<file path="src/rtl/pi_inject_arb.sv">
// pi_inject_arb: round-robin injection scheduler for one pi-tree leaf port, with a one-entry
// stage that holds the granted packet until the link slot frees and flags prolonged starvation.
module pi_inject_arb #(
    parameter int N          = 8,
    parameter int A_W        = $clog2(N) + 1,
    parameter int D_W        = 32,
    parameter int R          = 4,
    parameter int R_W        = $clog2(R),
    parameter int STARVE_MAX = 15
) (
    input  logic             clk,
    input  logic             rst,
    input  logic             ce,
    input  logic [R-1:0]     req_v,
    input  logic [R*A_W-1:0] req_addr,
    input  logic [R*D_W-1:0] req_d,
    output logic [R-1:0]     req_rdy,
    input  logic             slot_busy,
    output logic             o_v,
    output logic [A_W-1:0]   o_addr,
    output logic [D_W-1:0]   o_d,
    output logic [R_W-1:0]   o_src,
    output logic             throttle,
    output logic [15:0]      inj_cnt
);
    localparam logic [1:0] IDLE    = 2'd0;
    localparam logic [1:0] HOLD    = 2'd1;
    localparam logic [1:0] STARVED = 2'd2;
    logic [1:0]     state, state_nxt;
    logic [R_W-1:0] rr, sel, idx;
    logic [7:0]     sc, sc_inc;
    logic           found, stage_full, inject, blocked, can_load, transfer;
    assign stage_full = state != IDLE;
    assign inject     = ce & stage_full & ~slot_busy;
    assign blocked    = ce & stage_full & slot_busy;
    assign can_load   = ce & (~stage_full | inject);
    assign transfer   = can_load & found;
    assign o_v        = inject;
    assign throttle   = state == STARVED;
    assign req_rdy    = transfer ? (R'(1) << sel) : '0;
    assign sc_inc     = (sc == 8'hFF) ? sc : sc + 8'd1;
    // first active requester at or after rr, wrapping modulo R
    always_comb begin
        found = 1'b0;
        sel   = '0;
        idx   = '0;
        for (int k = 0; k < R; k++) begin
            idx = R_W'((int'(rr) + k) % R);
            if (!found && req_v[idx]) begin
                found = 1'b1;
                sel   = idx;
            end
        end
    end
    always_comb
        state_nxt = transfer ? HOLD :
                    inject   ? IDLE :
                    (blocked && int'(sc_inc) >= STARVE_MAX) ? STARVED : state;
    always_ff @(posedge clk) begin
        if (rst) begin
            state   <= IDLE;
            o_addr  <= '0;
            o_d     <= '0;
            o_src   <= '0;
            rr      <= '0;
            sc      <= '0;
            inj_cnt <= '0;
        end else begin
            state <= state_nxt;
            sc    <= inject ? 8'd0 : blocked ? sc_inc : sc;
            if (inject) inj_cnt <= inj_cnt + 16'd1;
            if (transfer) begin
                o_addr <= req_addr[sel*A_W +: A_W];
                o_d    <= req_d[sel*D_W +: D_W];
                o_src  <= sel;
                rr     <= R_W'((int'(sel) + 1) % R);
            end
        end
    end
endmodule

</file>
<file path="config.mk">
export PLATFORM = sky130hd
export DESIGN_NAME = pi_inject_arb
export DESIGN_NICKNAME = d
export VERILOG_FILES = /design/src/rtl/pi_inject_arb.sv
export SDC_FILE = /design/constraint.sdc
export NUM_CORES = 1
export LEC_CHECK = 0
export BUFFER_PORTS_ARGS = -buffer_cell sky130_fd_sc_hd__buf_2
export CAP_MARGIN = 20
export CORE_MARGIN = 10
export CORE_UTILIZATION = 49
export CTS_BUF_LIST = sky130_fd_sc_hd__clkbuf_8
export DETAILED_ROUTE_END_ITERATION = 12
export PLACE_DENSITY = 0.95
export SLEW_MARGIN = 20
export SYNTH_ARGS = -nofsm -noshare
export SYNTH_HDL_FRONTEND = slang
export SYNTH_SLANG_ARGS = --single-unit
</file>
<file path="constraint.sdc">
create_clock -name clk -period 4.4 [get_ports clk]
set_input_delay 0.44 -clock clk [delete_from_list [all_inputs] [get_ports clk]]
set_output_delay 0.44 -clock clk [all_outputs]
set_load 0.1 [all_outputs]
</file>
# Word-level counts from Yosys, hierarchy flattened
# Cells that the tools add are included.
classes:
  add_sub_neg: 6
  magnitude_cmp: 5
  eq_ne: 2
  shifts: 3
  mux: 21
  n_bitwise: 8
  reduce_logical: 11
op_table:
  columns: ["operator", "n"]
  rows:
  - ["128-bit by 8-bit variable part select with 32-bit output", 1]
  - ["16-bit by 1-bit adder with 16-bit output (second input constant)", 1]
  - ["16-bit by 5-bit variable part select with 4-bit output", 1]
  - ["2-bit by 3-bit < comparator with 1-bit output (second input constant)", 4]
  - ["1-bit two-way mux", 11]
  - ["8-bit by 1-bit adder with 8-bit output (second input constant)", 1]
  - ["1-bit binary-select mux with 2-bit select", 4]
  - ["8-bit == test (second input constant)", 1]
  - ["8-bit by 4-bit >= comparator with 1-bit output (second input constant)", 1]
  - ["2-bit two-way mux", 4]
  - ["8-bit two-way mux", 1]
  - ["1-bit bitwise AND", 5]
  - ["2-bit by 1-bit adder with 2-bit output (second input constant)", 2]
  - ["2-bit adder (second input constant)", 2]
  - ["1-bit logical AND", 4]
  - ["4-bit two-way mux", 1]
  - ["1-bit by 2-bit left shift with 4-bit output (first input constant)", 1]
  - ["1-bit logical NOT", 3]
  - ["3-bit nonzero test", 1]
  - ["3-bit OR reduction", 1]
  - ["2-bit == test (second input constant)", 1]
  - ["1-bit NOT", 2]
  - ["2-bit nonzero test", 1]
  - ["2-bit OR reduction", 1]
  - ["1-bit bitwise OR", 1]
word_totals:
  ff_bits: 66
  in_bits: 152
  output_inout_bits: 60
  word_cells: 64

# Longest topological paths before layout
depth:
  ltp_word: 14
  mapped_depth: 8
  ltp_nobuf: 7

# Worst setup path after synthesis
# OpenSTA, ideal clock, no wires.
synth_timing:
  kind: "input -> register"
  from: "input port slot_busy"
  to: "register sc[2]"
  setup_ns: 0.128
  t_arrival_ns: 2.585
  required_ns: 4.272
  slack_ns: 1.687
  stages: 5
  path_buffers: 1
  path_cell_list: "nand2b_1 nor2_1 or2_2 clkbuf_1 nor3_1"
synth_via:
  elab_chain_cells: 3
  elab_cells_between_ends: 4
  classes_between: "bitwise (3); reduce/logical (1)"
synth_lines:
  columns: ["element", "line_no", "rtl"]
  rows:
  - ["start: declaration", "18", "input logic slot_busy,"]
  - ["1-bit NOT", "34", "assign inject = ce & stage_full & ~slot_busy;"]
  - ["1-bit bitwise AND", "34", null]
  - ["net o_v", "19", "output logic o_v,"]
  - ["2-bit OR reduction (no line)", null, null]
  - ["end signal: assignment", "70", "sc <= inject ? 8'd0 : blocked ? sc_inc : sc;"]
  - ["end: declaration", "31", "logic [7:0] sc, sc_inc;"]
# The timed path passes the listed nets, and every way through them passes these cells.
# A chain may end at the register's enable or synchronous reset.

# Final worst setup path
layout_timing:
  from: "register state[0]"
  to: "output port req_rdy[3]"
layout_via:
  elab_chain_cells: 7
  elab_cells_between_ends: 8
  classes_between: "mux (1); bitwise (6); reduce/logical (1)"
layout_lines:
  columns: ["element", "line_no", "rtl"]
  rows:
  - ["start: declaration", "29", "logic [1:0] state, state_nxt;"]
  - ["start signal: assignment", "69", "state <= state_nxt;"]
  - ["2-bit nonzero test (*)", "33", "assign stage_full = state != IDLE;"]
  - ["1-bit bitwise AND (2 in series)", "34", null]
  - ["1-bit bitwise OR (*)", "36", "assign can_load = ce & (~stage_full | inject);"]
  - ["1-bit bitwise AND (*)", "36", null]
  - ["1-bit bitwise AND (*)", "37", "assign transfer = can_load & found;"]
  - ["4-bit two-way mux (*)", "40", "assign req_rdy = transfer ? (R'(1) << sel) : '0;"]
  - ["end: declaration", "17", "output logic [R-1:0] req_rdy,"]
# Mark *: on every way between the ends. The rest lies on a longest branch, timed or not.

==> impl_metrics.csv <==
group,metric,value,unit
run_status,outcome,"completed",
routing,drc,0,
critical_path,critPathSlowestCell,"a21oi_2",
hold_path,min_from,"req_d[33]",
placement,gp_congestion,0.874,
yosys,ys_seq_elements,66,
yosys,yosysSeqAreaShare,0.364,
grt,grt_use_total,0.221,
sta,worst_pin_slew,0.842,ns
critical_path,rr_endpoint,"o_d[18]$_SDFFE_PP0P_",
critical_path,r2r_slack,1.93,ns
sta,fmax,385,MHz
clock_tree,clock-sinks,66,
grt,grt_max_degree,73,
routing,routed_wl,13200,um
critical_path,worst-path-buf-inv,1,
clock_tree,htreeDepth,3,
power,p_int,1170,uW
critical_path,cp.required,3.96,ns
yosys,yosysTopAreaCell,"dfxtp_1",
clock_tree,cts-resized-gates,0,
yosys,synth_commonest_cells,"mux2i_1 (78), dfxtp_1 (66), nand2_1 (48)",
job,cap_viol_max_count,0,
power,p_switching,809,uW
sta,fin_setup_tns,0,ns
critical_path,setup.worst_path.start_class,"flop",
critical_path,cp-end-kind,"output pin",
sta,fin_crit_sh,0.590,
hold_path,hold_path_end,"o_d[1]$_SDFFE_PP0P_",
floorplanning,chipWidth,106,um
yosys,synth_edf_count,0,
floorplanning,fp.dieH,106,um
final_layout,layout.nets,744,
hold_path,min_path_cells,3,
grt,grt-ovfl-total,0,
critical_path,cp_top_family,"compound AO/OA/AOI/OAI gates",
grt,grt_pass1_wl,20100,um
sta,timing.hold.ws,0.405,ns
yosys,yosys_warnings,0,
clock_tree,clockBufferDepth,2,
sta,finalSetupViolations,0,
sta,period_needed,2.60,ns
routing,via_per_inst,5.46,
floorplanning,dieArea,0.0113,mm2
routing,firstDrtPassIters,4,
critical_path,slowest_delay,0.53,ns
critical_path,critPathKind,"flop to output pin",
yosys,yosys-top-cells-area,"dfxtp_1 (36%), mux2i_1 (21%), o221ai_1 (8.7%)",
yosys,syn_area_per_cell,9.39,um2
yosys,syn_inst,387,
sta,relSlewSlack,0.439,
sta,skew,0.0143,ns
final_layout,synthToLayoutAreaGrowth,35.5,%
power,power_frac_seq,0.340,
clock_tree,clk_pin_slew,0.08,ns
clock_tree,cts_setup_buffers,0,
floorplanning,start_util,0.504,
yosys,synth.most_common_cell,"mux2i_1",
sta,finalHoldViolCount,0,
power,p_sw_frac,0.408,
yosys,async_flop_share,0,
yosys,ys_types,44,
routing,drt_iter0_markers,215,
yosys,synth_area,0.00363,mm2
sta,rsz0062_at_grt,"no",
grt,grt_pass1_vias,3987,
critical_path,rr_startpoint,"state[0]$_SDFFE_PP0P_",
floorplanning,io_pins,212,
critical_path,r2r_cells,4,
clock_tree,cts_buffers,9,
routing,num_vias,3789,
power,p_leak,0.00239,uW
sta,drv_slew,0,
placement,hpwl,10600,um
clock_tree,hold_buffers,0,
clock_tree,cts_tree,"built",
placement,portBuffers,211,
yosys,synth_top_area_frac,0.364,
power,p_clk_frac,0.286,
critical_path,cp_cell_sequence,"or2_0, a21oi_2, and2_1, buf_2",
yosys,syn_nets,545,
grt,antenna_found_initial,4,
final_layout,fill_cells,576,
critical_path,crit_fanout,12,
power,powerDensity,403,mW/mm2
floorplanning,core,0.00721,mm2
yosys,synth_ff_type,"dfxtp_1",
power,comb_power_share,0.374,
hold_path,hold_class,"input pin to flop",
final_layout,post_route_cells_drive_above_1_share,0.403,
clock_tree,clk_latency,0.34,ns
routing,avgRoutedWirePerCell,19.0,um
floorplanning,rows,31,
critical_path,critical_path_arrival,2.16,ns
routing,antenna_left,0,
power,vdd_drop_max,182,uV
clock_tree,clock-root-buffer,"clkbuf_8",
-- through the flow --
step	power [uW]	utilization	instances	area, um2	worst slack [ns]
floorplan	1270	-	387	3630	1.69
global placement	1410	0.650	674	4690	1.84
detailed placement	1430	0.650	674	4690	1.70
CTS	2000	0.680	690	4910	1.77
global route	2060	0.682	694	4920	1.67
finish	1980	0.682	694	4920	1.80
-- how the worst max path moves through the flow --
stage	startpoint	end	cells after the start
after floorplan	slot_busy	sc[2]$_SDFFE_PP0P_	5
after global placement	req_v[0]	o_d[30]$_SDFFE_PP0P_	7
after detailed placement	req_v[0]	o_d[18]$_SDFFE_PP0P_	7
after CTS	state[0]$_SDFFE_PP0P_	req_rdy[3]	4
after global routing	state[0]$_SDFFE_PP0P_	req_rdy[3]	4
final	state[0]$_SDFFE_PP0P_	req_rdy[3]	4
-- kinds of logic after synthesis --
group,Yosys count,share of synthesized area
AOI/OAI and AO/OA,63,0.140
muxes,78,0.215
buffers and inverters,28,0.0444
DFF,66,0.364
adders and majority gates,6,0.0207
xor gates and xnor gates,17,0.0410
and+or+nand+nor,129,0.176
-- worst reg2reg max path, stage by stage (launching register included) --
cell      delay [ns]
dfxtp_1         0.36
or2_0           0.28
a21oi_2         0.53
nand3b_2        0.72
o221ai_1        0.49
-- flip-flops by register name (all words and copies together), names as in the netlist --
name     flops
o_d         32
inj_cnt     16
sc           8
o_addr       4
o_src        2
rr           2
state        2
-- final cells by class --
type                    count  area (um2)  share of cell area
repair buffers            213        1070               0.218
well taps                  99         124              0.0252
diodes                      4        10.0             0.00203
inverters                   3        11.3             0.00229
clock buffers              10         138              0.0280
clock inverters             6        81.3              0.0165
multi-input cells         293        2160               0.439
flip-flops and latches     66        1320               0.268
-- layer usage --
layer,wire length (um),part of all wire,track usage,up-vias
li1,-,-,-,1829
met1,4810,0.36,0.231,1770
met2,6890,0.52,0.395,156
met3,1080,0.081,0.0682,34
met4,441,0.033,0.108,0
met5,0,0,0,-
-- power groups by stage --
stage          combinational (uW)  clock, uW  sequential (uW)
2_1_floorplan                 262          0             1010
3_3_place_gp                  728          0              683
3_5_place_dp                  746          0              687
4_1_cts                       746        577              673
5_1_grt                       777        606              680
6_report                      741        566              675
-- cells in the final DEF (no fill, tap or decap), drive strengths merged, types with 2 or more instances in the layout --
cell / netlist / routed
diode: 0 / 4
nor2b: 8 / 8
and3: 4 / 4
nor3: 4 / 4
a21oi: 8 / 8
o21ai: 8 / 8
xor2: 13 / 13
nand4: 6 / 6
and2: 6 / 6
ha: 6 / 6
xnor2: 4 / 4
and4: 6 / 6
a21boi: 2 / 2
nand3: 11 / 11
bufinv: 0 / 2
nor2: 29 / 29
buf: 19 / 213
nand2: 48 / 48
clkbuf: 6 / 10
mux2i: 78 / 78
nand3b: 2 / 2
o221ai: 37 / 37
or2: 2 / 2
dfxtp: 66 / 66
clkinv: 0 / 2
inv: 3 / 4
(Power assumes the default switching activity.)
